File: src/rtl/cpack_ts_sequencer_if.sv
// Sample-set input stream and packed-word output stream of the timestamped channel packer.
// The sequencer takes the slave side; the ADC source / DMA sink take the master side.
interface cpack_ts_sequencer_if;
  logic [63:0] in_data;
  logic        in_valid;
  logic        in_ready;
  logic [63:0] out_data;
  logic        out_valid;
  logic        out_ready;
  logic        out_sop;
  logic        out_eop;

  modport master (
    output in_data, in_valid, out_ready,
    input  in_ready, out_data, out_valid, out_sop, out_eop
  );

  modport slave (
    input  in_data, in_valid, out_ready,
    output in_ready, out_data, out_valid, out_sop, out_eop
  );
endinterface

File: src/rtl/cpack_ts_sequencer.sv
// Packet sequencer: one timestamp word per packet, then enabled 16-bit channel samples
// from consecutive sample sets packed densely into 64-bit words, lowest channel first.
module cpack_ts_sequencer #(
  parameter int PKT_SAMPLES = 16,
  parameter int TS_W        = 64
) (
  input  logic                  clk,
  input  logic                  reset,
  input  logic [3:0]            enable,
  cpack_ts_sequencer_if.slave   bus,
  output logic                  cfg_err,
  output logic [TS_W-1:0]       sample_count
);
  localparam int SET_W = $clog2(PKT_SAMPLES);

  typedef enum logic {IDLE, DATA} state_t;

  state_t            state_reg, state_next;
  logic [1:0]        idx_reg [4];
  logic [1:0]        idx_next [4];
  logic [2:0]        n_reg;
  logic [2:0]        n_next;
  logic [2:0]        en_cnt;
  logic              mask_ok;
  logic [1:0]        fill_reg;
  logic [SET_W-1:0]  set_cnt_reg;
  logic [15:0]       acc_reg [3];
  logic [63:0]       out_data_reg;
  logic              out_valid_reg;
  logic              out_sop_reg;
  logic              out_eop_reg;
  logic [TS_W-1:0]   sample_count_reg;
  logic              cfg_err_reg;

  logic              out_free;
  logic              in_ready_c;
  logic              in_fire;
  logic              load_ts;
  logic              last_set;
  logic              word_done;
  logic [2:0]        fill_sum;
  logic [15:0]       samp [4];
  logic [15:0]       lane [4];

  // Ordered list of enabled channel indices; entries past the popcount are don't-care.
  always_comb begin
    en_cnt = 3'd0;
    for (int b = 0; b < 4; b++) begin
      idx_next[b] = 2'd0;
    end
    for (int b = 0; b < 4; b++) begin
      if (enable[b]) begin
        idx_next[en_cnt[1:0]] = 2'(b);
        en_cnt = en_cnt + 3'd1;
      end
    end
    n_next  = en_cnt;
    mask_ok = (en_cnt == 3'd1) || (en_cnt == 3'd2) || (en_cnt == 3'd4);
  end

  assign out_free  = !out_valid_reg || bus.out_ready;
  assign in_fire   = bus.in_valid && in_ready_c;
  assign last_set  = (set_cnt_reg == SET_W'(PKT_SAMPLES - 1));
  assign fill_sum  = {1'b0, fill_reg} + n_reg;
  assign word_done = in_fire && fill_sum[2];

  always_ff @(posedge clk or posedge reset) begin
    if (reset) begin
      state_reg <= IDLE;
    end else begin
      state_reg <= state_next;
    end
  end

  always_comb begin
    state_next = state_reg;
    case (state_reg)
      IDLE:    if (mask_ok && out_free) state_next = DATA;
      DATA:    if (in_fire && last_set) state_next = IDLE;
      default: state_next = IDLE;
    endcase
  end

  always_comb begin
    in_ready_c = 1'b0;
    load_ts    = 1'b0;
    case (state_reg)
      IDLE:    load_ts    = mask_ok && out_free;
      DATA:    in_ready_c = out_free;
      default: ;
    endcase
  end

  // Lanes below fill come from the accumulator; the rest take the incoming samples in order.
  for (genvar gi = 0; gi < 4; gi++) begin : g_lane
    logic [1:0] rel;
    assign samp[gi] = bus.in_data[{idx_reg[gi], 4'b0000} +: 16];
    assign rel      = 2'(gi) - fill_reg;
    if (gi < 3) begin : g_acc
      assign lane[gi] = (2'(gi) < fill_reg) ? acc_reg[gi] : samp[rel];
    end else begin : g_top
      assign lane[gi] = samp[rel];
    end
  end

  always_ff @(posedge clk or posedge reset) begin
    if (reset) begin
      for (int i = 0; i < 4; i++) begin
        idx_reg[i] <= 2'd0;
      end
      for (int i = 0; i < 3; i++) begin
        acc_reg[i] <= 16'd0;
      end
      n_reg            <= 3'd0;
      fill_reg         <= 2'd0;
      set_cnt_reg      <= '0;
      out_data_reg     <= 64'd0;
      out_valid_reg    <= 1'b0;
      out_sop_reg      <= 1'b0;
      out_eop_reg      <= 1'b0;
      sample_count_reg <= '0;
      cfg_err_reg      <= 1'b0;
    end else begin
      cfg_err_reg <= (state_reg == IDLE) && !mask_ok;

      if (in_fire) begin
        sample_count_reg <= sample_count_reg + 1'b1;
        set_cnt_reg      <= last_set ? '0 : set_cnt_reg + 1'b1;
        if (fill_sum[2]) begin
          fill_reg <= 2'd0;
        end else begin
          fill_reg <= fill_sum[1:0];
          for (int i = 0; i < 3; i++) begin
            acc_reg[i] <= lane[i];
          end
        end
      end

      if (load_ts) begin
        idx_reg     <= idx_next;
        n_reg       <= n_next;
        fill_reg    <= 2'd0;
        set_cnt_reg <= '0;
      end

      // A new word may replace one that is transferring this cycle.
      if (load_ts) begin
        out_data_reg  <= 64'(sample_count_reg);
        out_valid_reg <= 1'b1;
        out_sop_reg   <= 1'b1;
        out_eop_reg   <= 1'b0;
      end else if (word_done) begin
        out_data_reg  <= {lane[3], lane[2], lane[1], lane[0]};
        out_valid_reg <= 1'b1;
        out_sop_reg   <= 1'b0;
        out_eop_reg   <= last_set;
      end else if (bus.out_ready) begin
        out_valid_reg <= 1'b0;
        out_sop_reg   <= 1'b0;
        out_eop_reg   <= 1'b0;
      end
    end
  end

  assign bus.in_ready  = in_ready_c;
  assign bus.out_data  = out_data_reg;
  assign bus.out_valid = out_valid_reg;
  assign bus.out_sop   = out_sop_reg;
  assign bus.out_eop   = out_eop_reg;
  assign cfg_err       = cfg_err_reg;
  assign sample_count  = sample_count_reg;

endmodule
File: src/flat_wrapper.sv
// flat-port wrapper written by rule: the top's interface ports become plain ports
module cpack_ts_sequencer_flat 
#(
  parameter int PKT_SAMPLES = 16,
  parameter int TS_W        = 64
)
  (clk, reset, enable, cfg_err, sample_count, bus_in_data, bus_in_valid, bus_out_ready, bus_in_ready, bus_out_data, bus_out_valid, bus_out_sop, bus_out_eop);
  cpack_ts_sequencer_if bus_i ();
  input  logic clk;
  input  logic reset;
  input  logic [3:0] enable;
  output logic cfg_err;
  output logic [TS_W-1:0] sample_count;
  input wire logic [$bits(bus_i.in_data)-1:0] bus_in_data;
  input wire logic [$bits(bus_i.in_valid)-1:0] bus_in_valid;
  input wire logic [$bits(bus_i.out_ready)-1:0] bus_out_ready;
  output wire logic [$bits(bus_i.in_ready)-1:0] bus_in_ready;
  output wire logic [$bits(bus_i.out_data)-1:0] bus_out_data;
  output wire logic [$bits(bus_i.out_valid)-1:0] bus_out_valid;
  output wire logic [$bits(bus_i.out_sop)-1:0] bus_out_sop;
  output wire logic [$bits(bus_i.out_eop)-1:0] bus_out_eop;
  assign bus_i.in_data = bus_in_data;
  assign bus_i.in_valid = bus_in_valid;
  assign bus_i.out_ready = bus_out_ready;
  assign bus_in_ready = bus_i.in_ready;
  assign bus_out_data = bus_i.out_data;
  assign bus_out_valid = bus_i.out_valid;
  assign bus_out_sop = bus_i.out_sop;
  assign bus_out_eop = bus_i.out_eop;
  cpack_ts_sequencer #(.PKT_SAMPLES(PKT_SAMPLES), .TS_W(TS_W)) u_core (.clk(clk), .reset(reset), .enable(enable), .bus(bus_i), .cfg_err(cfg_err), .sample_count(sample_count));
endmodule
File: config.mk
export PLATFORM = sky130hd
export DESIGN_NAME = cpack_ts_sequencer_flat
export DESIGN_NICKNAME = d
export VERILOG_FILES = /design/src/rtl/cpack_ts_sequencer_if.sv /design/src/rtl/cpack_ts_sequencer.sv /design/src/flat_wrapper.sv
export SDC_FILE = /design/constraint.sdc
export NUM_CORES = 1
export LEC_CHECK = 0
export ABC_AREA = 1
export CORE_MARGIN = 1.5
export CORE_UTILIZATION = 60
export CTS_BUF_LIST = sky130_fd_sc_hd__clkbuf_16
export DETAILED_ROUTE_END_ITERATION = 6
export PLACE_DENSITY = 0.93
export SLEW_MARGIN = 20
export SYNTH_ARGS = -nofsm -noshare
export SYNTH_HDL_FRONTEND = slang
export SYNTH_SLANG_ARGS = --single-unit
File: constraint.sdc
create_clock -name clk -period 21.5 [get_ports clk]
set_input_delay 4.3 -clock clk [delete_from_list [all_inputs] [get_ports clk]]
set_output_delay 4.3 -clock clk [all_outputs]
set_load 0.005 [all_outputs]
==> results of run 1 <==
==> cell usage after synthesis (16+ instances only) <==
master / instances
nand2_1: 702
nand3_1: 484
dfrtp_1: 198
nor2_1: 94
o21ai_0: 94
inv_1: 93
nand4_1: 77
buf_2: 62
clkbuf_1: 49
xor2_1: 29
and2_1: 16
o211ai_1: 16
==> worst max-delay path, cell delays in order <==
cell and delay [ns]:
clkdlybuf4s50_1 0.49, nor2_1 0.09, nor2_1 0.14, clkdlybuf4s50_1 0.52
==> logic make-up (layout without fill, tap and decap cells) <==
kind of cell | after synthesis | in the layout | synth area share (%)
and+or+nand+nor | 1446 | 1446 | 47.6
adders and majority gates | 17 | 17 | 1.64
xor gates and xnor gates | 44 | 44 | 2.77
buffers and inverters | 238 | 354 | 7.36
AOI/OAI and AO/OA | 127 | 127 | 4.98
DFF | 198 | 198 | 35.7
==> power by group through the flow <==
stage | combinational, mW | clock, mW | sequential (mW)
after floorplan | 0.812 | 0 | 0.550
after global routing | 1.32 | 0.342 | 0.604
final | 1.21 | 0.326 | 0.598
after detailed placement | 1.16 | 0 | 0.594
after global placement | 1.11 | 0 | 0.592
after CTS | 1.17 | 0.324 | 0.590
==> cell type report <==
type / count / area share (%)
Multi-Input combinational cell: 1634 / 48.3
Clock buffer: 17 / 2.59
Inverter: 104 / 2.45
Sequential cell: 198 / 30.2
Tap cell: 285 / 2.17
Clock inverter: 15 / 1.07
Timing Repair Buffer: 218 / 13.2
==> per-layer routing <==
metal	up-vias	wire [um]	track usage, %
met1	7249	18800	56.3
met4	0	2740	22.3
li1	7096	-	-
met3	207	6730	9.64
met5	-	0	0
met2	1265	22200	64.4
==> worst paths after layout <==
| path | to | cells past startpoint | slack [ns] | from |
|---|---|---|---|---|
| max | bus_in_ready | 4 | 11.66 | bus_out_ready |
| min | u_core.bus.out_data[21]$_DFFE_PP0P_ | 2 | 0.52 | u_core.bus.out_data[21]$_DFFE_PP0P_ |
| max reg2reg | u_core.bus.out_data[40]$_DFFE_PP0P_ | 8 | 17.83 | u_core.fill_reg[0]$_DFFE_PP0P_ |
| min reg2reg | u_core.bus.out_data[21]$_DFFE_PP0P_ | 2 | 0.52 | u_core.bus.out_data[21]$_DFFE_PP0P_ |
| max in group asynchronous | u_core.bus.out_data[61]$_DFFE_PP0P_ | 3 | 15.81 | reset |
| min in group asynchronous | u_core.sample_count[49]$_DFFE_PP0P_ | 2 | 4.41 | reset |
==> stage by stage <==
| step | setup slack, ns | total power [mW] | instances | area (um2) | hold WS [ns] |
|---|---|---|---|---|---|
| global route | 11.62 | 2.27 | 2471 | 16400 | 0.533 |
| finish | 11.66 | 2.14 | 2471 | 16400 | 0.517 |
| global placement | 11.67 | 1.70 | 2438 | 15800 | 0.483 |
| detailed placement | 11.68 | 1.75 | 2438 | 15800 | 0.495 |
| floorplan | 11.80 | 1.36 | 2070 | 13900 | 0.457 |
| CTS | 11.67 | 2.09 | 2470 | 16400 | 0.509 |
==> results.md, run 1 <==
* EDFF count, synth at 0
* Clock Power Share at 15.3%
* CTS Sinks at 198
* Vias post-DR at 15800
* Top Ports at 205
* Synth top area cells: dfrtp_1, nand2_1, nand3_1
* Yosys top cell area share at 35.7%
* # port buffers at 204
* Final worst path period need at 9.84 ns
* Main synth FF type: dfrtp_1
* Initial Util at 61.2%
* Mapped cell area at 13900 um2
* WP data required at 17.20 ns
* First-pass GRT wire length at 78.8 mm
* Grt ovf at 0
* Synth unique cells at 41
* Switch share at 51.1%
* P_leak at 7.62 nW
* Outcome: finished clean
* Leading cell type in the layout, fill and taps excluded: nand2_1
* Die Wd at 155 um
* Post-route setup TNS at 0 ns
* Final HPWL DP at 34.5 mm
* IR drop worst, VDD at 0.0795 mV
* Vias in the first global route at 14600
* Height of the die at 155 um
* Max Fclk at 0.102 GHz
* Inserted Diodes at 0
* Cts repair resizes at 0
* MaxCap Viol Count at 0
* Synth Net Count at 2159
* Register area share after synthesis at approximately 36%
* Ratio of cells with drive above 1 in the final layout at 4.99%
* Worst Path Class, Setup: in -> out
* Post-CTS setup buffer count at 0
* Most frequent cells in the layout: nand2_1, nand3_1, clkdlybuf4s50_1, dfrtp_1, o21ai_0
* Post-Syn Instances at 2070
* Multi-input gate area at 7940 um2
* Share of power burned in registers at 28.0%
* P per Cell Area at 130 nW/um2
* Largest net degree at the start of global routing at around 110
* Number of buffers created by CTS at 17
* Mean Syn Cell Area at 6.71 um2
* Clk Latency, worst-skew pair at 0.45 ns
* Final Setup Violations at 0
* Switching Power at 1.09 mW
* Cell internal pwr at roughly 1.0 mW
* Ys async rst share at 100%
* Initial antenna violation count at 0
* CTS root buf: clkbuf_16
* Final Max Slew Viols at 0
* DRT Pass-1 Iters at 7
* Rel. slew slack at 22.9%
* FF/Latch Area at approximately 5000 um2
* CP Capture Type: output pin
* Core ar. at between 20000 and 25000 um2
* RePlAce Congestion at 1.01
* Period utilization at 45.7%
* CTS Buffer Depth at 2
* Comb pwr share at 56.8%
* DRC viols at 0
* Syn. warnings at 0
* Fill count at 1746
* Drt total wl at 50.4 mm
* Worst-path fanout max at 2
* Startpoint types: input port
* Layout net count at 2262
* CTS H-tree lvls at 4
* #FFs+latches synth at approximately 200
* CP Data Arrival Time at roughly 5.5 ns
* Drt initial violations at 2277
* Final Hold Fails at 0
* Area grow syn2layout at 18.2%
* Yosys top cell by area: dfrtp_1
* Hold crit path type: reg -> reg
* Skew final at 0.0193 ns
* CTS tree: yes
* GRT Total Usage at 42.3%
* WL/cell at ~20 um
* Via-to-Cell Ratio at 6.40
* ANT nets after route at 0
* Final core occ at 72.3%
* Clock-pin transition on the worst setup and hold timing paths at 0.07 ns
* Worst-Margin Slew at 1.15 ns
* Die area at around 24000 um2
* # rows at 55
* Hold buffer count at CTS at 0
* RSZ-0062 raised after global routing: no
Note: power is estimated with default switching activity, not from simulation.
==> run 2, diff against run 1 <==
--- a/config.mk
+++ b/config.mk
@@ -7,10 +7,10 @@
 export LEC_CHECK = 0
 export ABC_AREA = 1
 export CORE_MARGIN = 1.5
-export CORE_UTILIZATION = 60
+export CORE_UTILIZATION = 56
 export CTS_BUF_LIST = sky130_fd_sc_hd__clkbuf_16
 export DETAILED_ROUTE_END_ITERATION = 6
-export PLACE_DENSITY = 0.93
+export PLACE_DENSITY = 0.88
 export SLEW_MARGIN = 20
 export SYNTH_ARGS = -nofsm -noshare
 export SYNTH_HDL_FRONTEND = slang
==> constraint.sdc (replaced) <==
create_clock -name clk -period 10.05 [get_ports clk]
set_input_delay 2.01 -clock clk [delete_from_list [all_inputs] [get_ports clk]]
set_output_delay 2.01 -clock clk [all_outputs]
set_load 0.005 [all_outputs]
==> run 2 against run 1 <==
Count of clock-buffer cells in the layout unchanged. Sequential share of layout area shrank 0.16 points. Critical path depth grew 13. Critical path type is now in -> reg. Register-to-register slack got worse by 12 ns. Global-route usage is 3.6 points lower. First-iteration DRC count increased by 18%. Via count shrank 1.1%. Utilization is 4.4 points lower. Clock power increased by 110%.
==> results.md, run 2 (synthesis results as in run 1) <==
* CP Data Arrival Time at 5.90 ns (was 5.54 ns)
* RSZ-0062 raised after global routing: no (unchanged)
* Clock-pin transition on the worst setup and hold timing paths at 0.07 ns (about the same)
* Startpoint types: input port (unchanged)
* Final HPWL DP at 34.5 mm (about the same)
* # rows at 57 (was 55)
* Top Ports at 205 (unchanged)
* Final Max Slew Viols at 0 (unchanged)
* Final Setup Violations at 0 (unchanged)
* DRT Pass-1 Iters at 6 (was 7)
* Reg2reg start: u_core.fill_reg[0]$_DFFE_PP0P_ (unchanged)
* # port buffers at 204 (unchanged)
* Die Wd at 160 um (was 155 um)
* Hold crit path type: reg -> reg (unchanged)
* Leading cell type in the layout, fill and taps excluded: nand2_1 (unchanged)
* Vias in the first global route at 14300 (was 14600)
* Initial antenna violation count at 0 (unchanged)
* Final worst path period need at 5.61 ns
* Worst-Margin Slew at 1.15 ns (about the same)
* Worst hold path startpoint: u_core.acc_reg[23]$_DFFE_PP0P_ (was u_core.bus.out_data[21]$_DFFE_PP0P_)
* CP Capture Type: register (was output pin)
* CTS H-tree lvls at 4 (unchanged)
* CTS Buffer Depth at 2 (unchanged)
* CTS tree: yes (unchanged)
* CP cell instances: clkdlybuf4s50_1, inv_1, fa_1, inv_1, ha_1, inv_1, ha_1, nand2_1, nand2_1, inv_2, nand2_1, nand2_2, buf_4, nand3_4, buf_16, nand2_1, o21ai_0 (was clkdlybuf4s50_1, nor2_1, nor2_1, clkdlybuf4s50_1)
* Die area at 25800 um2 (was 24100 um2)
* Skew final at 0.0181 ns (was 0.0193 ns)
* WP data required at 10.34 ns (was 17.20 ns)
* FF-to-FF End: u_core.bus.out_data[15]$_DFFE_PP0P_ (was u_core.bus.out_data[40]$_DFFE_PP0P_)
* Drt initial violations at 2698 (was 2277)
* Post-CTS setup buffer count at 0 (unchanged)
* Most frequent cells in the layout: nand2_1, nand3_1, clkdlybuf4s50_1, dfrtp_1, o21ai_0 (unchanged)
* Area grow syn2layout at 18.8% (was 18.2%)
* Outcome: finished clean (unchanged)
* P_leak at 7.64 nW (was 7.62 nW)
* Worst Path Class, Setup: in -> reg (was in -> out)
* Layout net count at 2265 (was 2262)
* DRC viols at 0 (unchanged)
* Largest net degree at the start of global routing at 120 (was 113)
* Height of the die at 160 um (was 155 um)
* Final Hold Fails at 0 (unchanged)
* Period utilization at 55.9%
* Hold buffer count at CTS at 0 (unchanged)
* First-pass GRT wire length at 78.0 mm (was 78.8 mm)
* Largest stage delay, worst path at 0.64 ns (was 0.52 ns)
* IR drop worst, VDD at 0.209 mV (was 0.0795 mV)
* Post-route setup TNS at 0 ns (unchanged)
* CTS root buf: clkbuf_16 (unchanged)
* Via-to-Cell Ratio at 6.22 (was 6.40)
* Drt total wl at 50.2 mm (was 50.4 mm)
* Initial Util at 57.1% (was 61.2%)
* P per Cell Area at 277 nW/um2 (was 130 nW/um2)
* Grt ovf at 0 (unchanged)
* Most common cell on crit path: nand2_1
* GRT Total Usage at 38.6% (was 42.3%)
* Ratio of cells with drive above 1 in the final layout at 5.16% (was 4.99%)
* Number of buffers created by CTS at 17 (unchanged)
* Worst-path fanout max at 66 (was 2)
* Worst path slowest cell: fa_1 (was clkdlybuf4s50_1)
* Inserted Diodes at 0 (unchanged)
* Tot Pwr at 4.57 mW (was 2.14 mW)
* Core ar. at 24300 um2 (was 22700 um2)
* ANT nets after route at 0 (unchanged)
* Max Fclk at 0.178 GHz
* Clk Latency, worst-skew pair at 0.45 ns (about the same)
* CTS Sinks at 198 (unchanged)
* Top delay family on crit path: buffers and inverters (unchanged)
* MaxCap Viol Count at 0 (unchanged)
* WHS Endpoint: u_core.acc_reg[23]$_DFFE_PP0P_ (was u_core.bus.out_data[21]$_DFFE_PP0P_)
* Worst hold path depth at 2 (unchanged)
* RePlAce Congestion at 0.997 (was 1.01)
* FF-to-FF path depth at 10 (was 8)
* WL/cell at 20.0 um (was 20.4 um)
* CP bufs+invs at 7 (was 2)
* Rel. slew slack at 22.7% (was 22.9%)
* Vias post-DR at 15600 (was 15800)
* R2R Setup Slk at 6.32 ns (was 17.83 ns)
* Cts repair resizes at 0 (unchanged)
-- run 2: changes by cell type in the layout (fill, tap and decap cells not counted), sizes merged --
| cell | previous run | this run |
|---|---|---|
| inv | 107 | 109 |
| clkinv | 11 | 9 |
| buf | 14 | 17 |
-- run 2: where the power goes --
part           switching [mW]  leakage (nW)  internal [mW]
combinational            1.75          4.78          0.862
sequential              0.221          2.57           1.04
clock                   0.358         0.291          0.339
total                    2.33          7.64           2.24
-- run 2: layer usage --
metal / GRT usage (%) / up-vias / routed length [um]
li1: - / 7099 / -
met1: 53.8 / 7239 / 19600
met2: 58.2 / 1119 / 21900
met3: 5.91 / 183 / 5850
met4: 20.3 / 0 / 2890
met5: 0 / - / 0
-- run 2: worst max path at each step --
stage                   start                                   to  slack, ns  depth (start not counted)
floorplan               reset        u_core.acc_reg[0]$_DFFE_PP0P_       2.64                          1
global placement    enable[0]        u_core.idx_reg[5]$_DFFE_PP0P_       3.86                         16
detailed placement  enable[0]  u_core.bus.out_data[32]$_DFFE_PP0P_       3.67                         16
CTS                 enable[0]  u_core.bus.out_data[32]$_DFFE_PP0P_       4.11                         16
global route        enable[0]       u_core.fill_reg[1]$_DFFE_PP0P_       4.14                         17
finish              enable[0]       u_core.fill_reg[1]$_DFFE_PP0P_       4.44                         17
-- run 2: area by class of cell --
type                    count  area [um2]
multi-input cells        1634        7940
fillers                  2047        7820
flip-flops and latches    198        4960
repair buffers            221        2200
clock buffers              17         425
well taps                 324         405
inverters                 104         400
clock inverters            15         171
-- run 2: worst reg2reg max path, cell delays in order, from the launching register on --
cell	delay, ns
dfrtp_2	0.42
buf_4	0.36
ha_1	0.33
fa_1	0.38
xor2_1	0.42
nand2_2	0.10
buf_4	0.38
inv_2	0.34
buf_4	0.51
nand3_1	0.31
nand3_1	0.12
-- run 2: stage by stage --
stage | utilization (%) | area (um2) | hold WS, ns | cells | worst slack, ns
floorplan | - | 13900 | 0.457 | 2070 | 2.64
global placement | 65.2 | 15900 | 0.485 | 2479 | 3.86
detailed placement | 65.2 | 15900 | 0.492 | 2479 | 3.67
CTS | 67.6 | 16400 | 0.509 | 2511 | 4.11
global route | 67.9 | 16500 | 0.539 | 2513 | 4.14
finish | 67.9 | 16500 | 0.511 | 2513 | 4.44
==> RTL edit 1 (config.mk and constraints of run 2) <==
`PKT_SAMPLES` is set to 16 in 2 places; all go to 32.
--- a/src/rtl/cpack_ts_sequencer.sv
+++ b/src/rtl/cpack_ts_sequencer.sv
@@ -3,3 +3,3 @@
 module cpack_ts_sequencer #(
-  parameter int PKT_SAMPLES = 16,
+  parameter int PKT_SAMPLES = 32,
   parameter int TS_W        = 64
--- a/src/flat_wrapper.sv
+++ b/src/flat_wrapper.sv
@@ -3,3 +3,3 @@
 #(
-  parameter int PKT_SAMPLES = 16,
+  parameter int PKT_SAMPLES = 32,
   parameter int TS_W        = 64
Behaviour: same outputs for any inputs over 4 cycles, from zero or initial values and one cycle with reset high; that may be too few to reach the edited logic, so the function may still have changed.
==> RTL edit 1 against run 2 <==
Count of clock-buffer cells in the layout did not move. Setup slack lost 0.19 ns. Register-to-register slack worse by 0.10 ns. Core utilization increased by 0.36 points. Cell area grew 1.1%. Routed wire length is 3.6% higher. Clock power grew 8.3%. Power grew 4.7%. Die area grew 1.2%. Maximum frequency shrank 3.2%. Area after synthesis grew 1.2%. Sequential share of layout area fell by 0.18 points. Sequential cell count increased by 1. The run now ends with DRC left.
==> RTL edit 1: results <==
group,metric,value,unit
status,run_status,"complete, but fails checks",
status,violations,"DRC",
power,intPower,2.36,mW
sta,slew_headroom,21.5,%
final_layout,fill_cells,2057,
setup_path,reg2reg_slack,6.22,ns
setup_path,crit_path_end,"u_core.fill_reg[1]",
setup_path,critPathMaxStageDelay,0.63,ns
global_routing,grt_use_total,39.6,%
synthesis,yosysSeqAreaShare,35.4,%
final_layout,drive_gt1_share,3.96,%
global_routing,grt_pass1_vias,14600,
hold_path,hold_class,"reg -> reg",
placed_design,gp_congestion,1.01,
setup_path,regToRegEndpoint,"u_core.bus.out_data[37]",
route,drtIter0Drc,2823,
power,cellLeakagePower,7.69,nW
power,peakVddDrop,185,uV
synthesis,synth_nets,2221,
route,remaining_drc_errors,15,
setup_path,arrival,6.08,ns
final_layout,nets,2322,
hold_path,worstHoldStart,"u_core.n_reg[0]",
setup_path,slowest_stage,"nand3_4",
placed_design,placed_cells,2536,
sta,skew,0.0221,ns
power,p_sw,2.42,mW
route,firstDrtPassIters,7,
setup_path,critPathLaunch,"enable[1]",
global_routing,grt_max_degree,122,
final_layout,fin_cells,2569,
route,viasPerCell,6.17,
global_routing,grt_pass1_wl,80.7,mm
placed_design,place_hpwl,36.2,mm
sta,holdWs,0.497,ns
hold_path,holdPathEnd,"u_core.n_reg[0]",
synthesis,synthTopCellsByCount,"732 x nand2_1, 503 x nand3_1, 199 x dfrtp_1",
placed_design,place_ws,3.63,ns
power,seqPwrFrac,28.6,%
route,wl,52.0,mm
synthesis,syn-instance-count,2131,
synthesis,synth_top_cells_by_area,"dfrtp_1 35%, nand2_1 20%, nand3_1 18%",
power,p_comb,2.66,mW
setup_path,r2r_cells,8,
RTL edit 1: metal layers:
layer | track usage, % | part of all wire (%) | up-vias
met5 | 0 | 0 | -
met4 | 21.1 | 5.6 | 0
met3 | 5.80 | 12 | 183
met2 | 60.1 | 44 | 1109
met1 | 54.9 | 39 | 7295
li1 | - | - | 7270
RTL edit 1: cell type report:
type / count / area (um^2) / share of cell area (%)
multi-input cells: 1675 / 8020 / 48.1
flip-flops and latches: 199 / 4980 / 29.8
repair buffers: 219 / 2170 / 13.0
inverters: 120 / 458 / 2.74
clock buffers: 17 / 425 / 2.55
well taps: 324 / 405 / 2.43
clock inverters: 15 / 230 / 1.38
RTL edit 1: kinds of logic after synthesis:
logic type / count (synthesis) / synth area share, %
and+or+nand+nor: 1483 / 47.3
buffers and inverters: 257 / 7.74
DFF: 199 / 35.4
xor gates and xnor gates: 47 / 2.93
adders and majority gates: 18 / 1.71
AOI/OAI and AO/OA: 127 / 4.91
==> RTL edit 2 (flow settings as in run 2) <==
Without the edit above. Remove the register `cfg_err_reg`: a continuous assignment takes its place, so the output `cfg_err` follows one clock earlier.
--- a/src/rtl/cpack_ts_sequencer.sv
+++ b/src/rtl/cpack_ts_sequencer.sv
@@ -121,5 +121,3 @@
       sample_count_reg <= '0;
-      cfg_err_reg      <= 1'b0;
     end else begin
-      cfg_err_reg <= (state_reg == IDLE) && !mask_ok;
 
@@ -164,2 +162,4 @@
 
+  assign cfg_err_reg = (state_reg == IDLE) && !mask_ok;
+
   assign bus.in_ready  = in_ready_c;
Behaviour: not the same (Yosys sat finds a counterexample within 4 cycles, from zero or initial values and one cycle with reset high).
==> RTL edit 2 against run 2 <==
Power shrank 1.2%. Die area decreased by 0.57%. Non-clock buffer count decreased by 3. Core utilization down 0.37 points. Cell area shrank 0.83%. Combinational power down 2%. Sequential cell count down 1. Hold slack improved by 0.0013 ns. Setup slack lost 2.0 ns. Routed wire length shrank 2.1%. Cell count fell by 0.24%. Sequential power barely moved. Area after synthesis decreased by 0.58%. Critical path type is now in -> out.
==> RTL edit 2: results <==
group,metric,value,unit
global_routing,met2_usage,57.1,%
synthesis,synthTopCellsByCount,"699 x nand2_1, 496 x nand3_1, 197 x dfrtp_1",
synthesis,syn-instance-count,2067,
setup_path,critPathMaxFanout,66,
route,num_vias,15400,
clock_network,root_buffer,"clkbuf_16",
global_routing,grt_pass1_vias,14200,
clock_network,path_clk_slew,0.07,ns
sta,min_period,7.60,ns
final_layout,nets,2259,
clock_network,cts_buffers,17,
hold_path,hold_depth,2,
global_routing,busiest_layer,"met2",
setup_path,crit_path_end,"cfg_err",
clock_network,cts_max_level,4,
route,drt-wirelength-per-cell,19.6,um
sta,slew_headroom,21.6,%
synthesis,yosysSeqAreaShare,35.7,%
global_routing,use_met3,5.56,%
synthesis,synth_ff_type,"dfrtp_1",
setup_path,r2r_cells,9,
power,totalPowerFinal,4.51,mW
synthesis,synth_top_cells_by_area,"dfrtp_1 36%, nand2_1 19%, nand3_1 18%",
global_routing,antenna_found_initial,0,
synthesis,ys_warn_count,0,
clock_network,cts_resized,0,
global_routing,grt_pass1_wl,76.8,mm
setup_path,timing.rr.start,"u_core.fill_reg[0]",
route,drtIter0Drc,2302,
clock_network,postCtsSetupRepairBufs,0,
global_routing,grt_use_total,38.0,%
placed_design,place_ws,2.49,ns
setup_path,reg2reg_slack,6.08,ns
hold_path,hold_class,"reg -> reg",
power,peakVddDrop,163,uV
global_routing,grt_max_degree,125,
status,run_status,"completed",
placed_design,placed_cells,2475,
placed_design,gp_congestion,0.968,
global_routing,gr-usage-met1,52.9,%
power,cellLeakagePower,7.55,nW
setup_path,arrival,5.59,ns
route,viasPerCell,6.15,
setup_path,regToRegEndpoint,"u_core.bus.out_data[36]",
final_layout,drive_gt1_share,4.54,%
synthesis,synth_nets,2156,
sta,skew,0.0193,ns
placed_design,place_hpwl,34.2,mm
## RTL edit 2: how the worst min path moves through the flow
stage	start	to	slack, ns
after global routing	u_core.bus.out_data[58]	u_core.bus.out_data[58]	0.53
final	u_core.acc_reg[17]	u_core.acc_reg[17]	0.51
after detailed placement	u_core.acc_reg[28]	u_core.acc_reg[28]	0.50
after floorplan	u_core.n_reg[0]	u_core.n_reg[0]	0.46
after CTS	u_core.acc_reg[24]	u_core.acc_reg[24]	0.51
after global placement	u_core.acc_reg[24]	u_core.acc_reg[24]	0.48
## RTL edit 2: critical path, cell delays in order
cell and delay (ns):
clkdlybuf4s50_1 0.52, inv_1 0.12, fa_1 0.64, inv_1 0.09
ha_1 0.21, inv_1 0.06, ha_1 0.21, nand2_1 0.06
nand2_1 0.08, inv_2 0.08, nand3_2 0.07, buf_4 0.34
a21oi_1 0.48, clkdlybuf4s50_1 0.59
## RTL edit 2: per-layer routing
metal | share of wire [%] | up-vias
met3 | 11 | 147
met1 | 40 | 7168
met4 | 5.5 | 0
li1 | - | 7079
met2 | 44 | 1025
met5 | 0 | -
## RTL edit 2: cell type report
| class | instances | area [um^2] |
|---|---|---|
| tap | 324 | 405 |
| sequential | 197 | 4930 |
| fill | 2036 | 7880 |
| timing repair buffer | 218 | 2150 |
| multi-input combinational | 1632 | 7880 |
| clock buffer | 17 | 425 |
| clock inverter | 15 | 180 |
| inverter | 104 | 400 |
## RTL edit 2: logic make-up (layout without fill, tap and decap cells)
kind of cell | after synthesis | in the layout | share of synthesized area [%]
and+or+nand+nor | 1444 | 1444 | 47.4
buffers and inverters | 238 | 354 | 7.47
DFF | 197 | 197 | 35.7
AOI/OAI and AO/OA | 127 | 127 | 5.01
xor gates and xnor gates | 44 | 44 | 2.79
adders and majority gates | 17 | 17 | 1.65
## RTL edit 2: per-stage QoR
step           hold slack [ns]  instance area (um^2)
4_1_cts                  0.515                 16400
6_report                 0.512                 16400
5_1_grt                  0.534                 16400
3_5_place_dp             0.496                 15800
2_1_floorplan            0.457                 13800
3_3_place_gp             0.484                 15800
## RTL edit 2: power by group
group	switching (mW)	internal [mW]
registers	0.225	1.04
logic	1.71	0.847
clock network	0.355	0.338
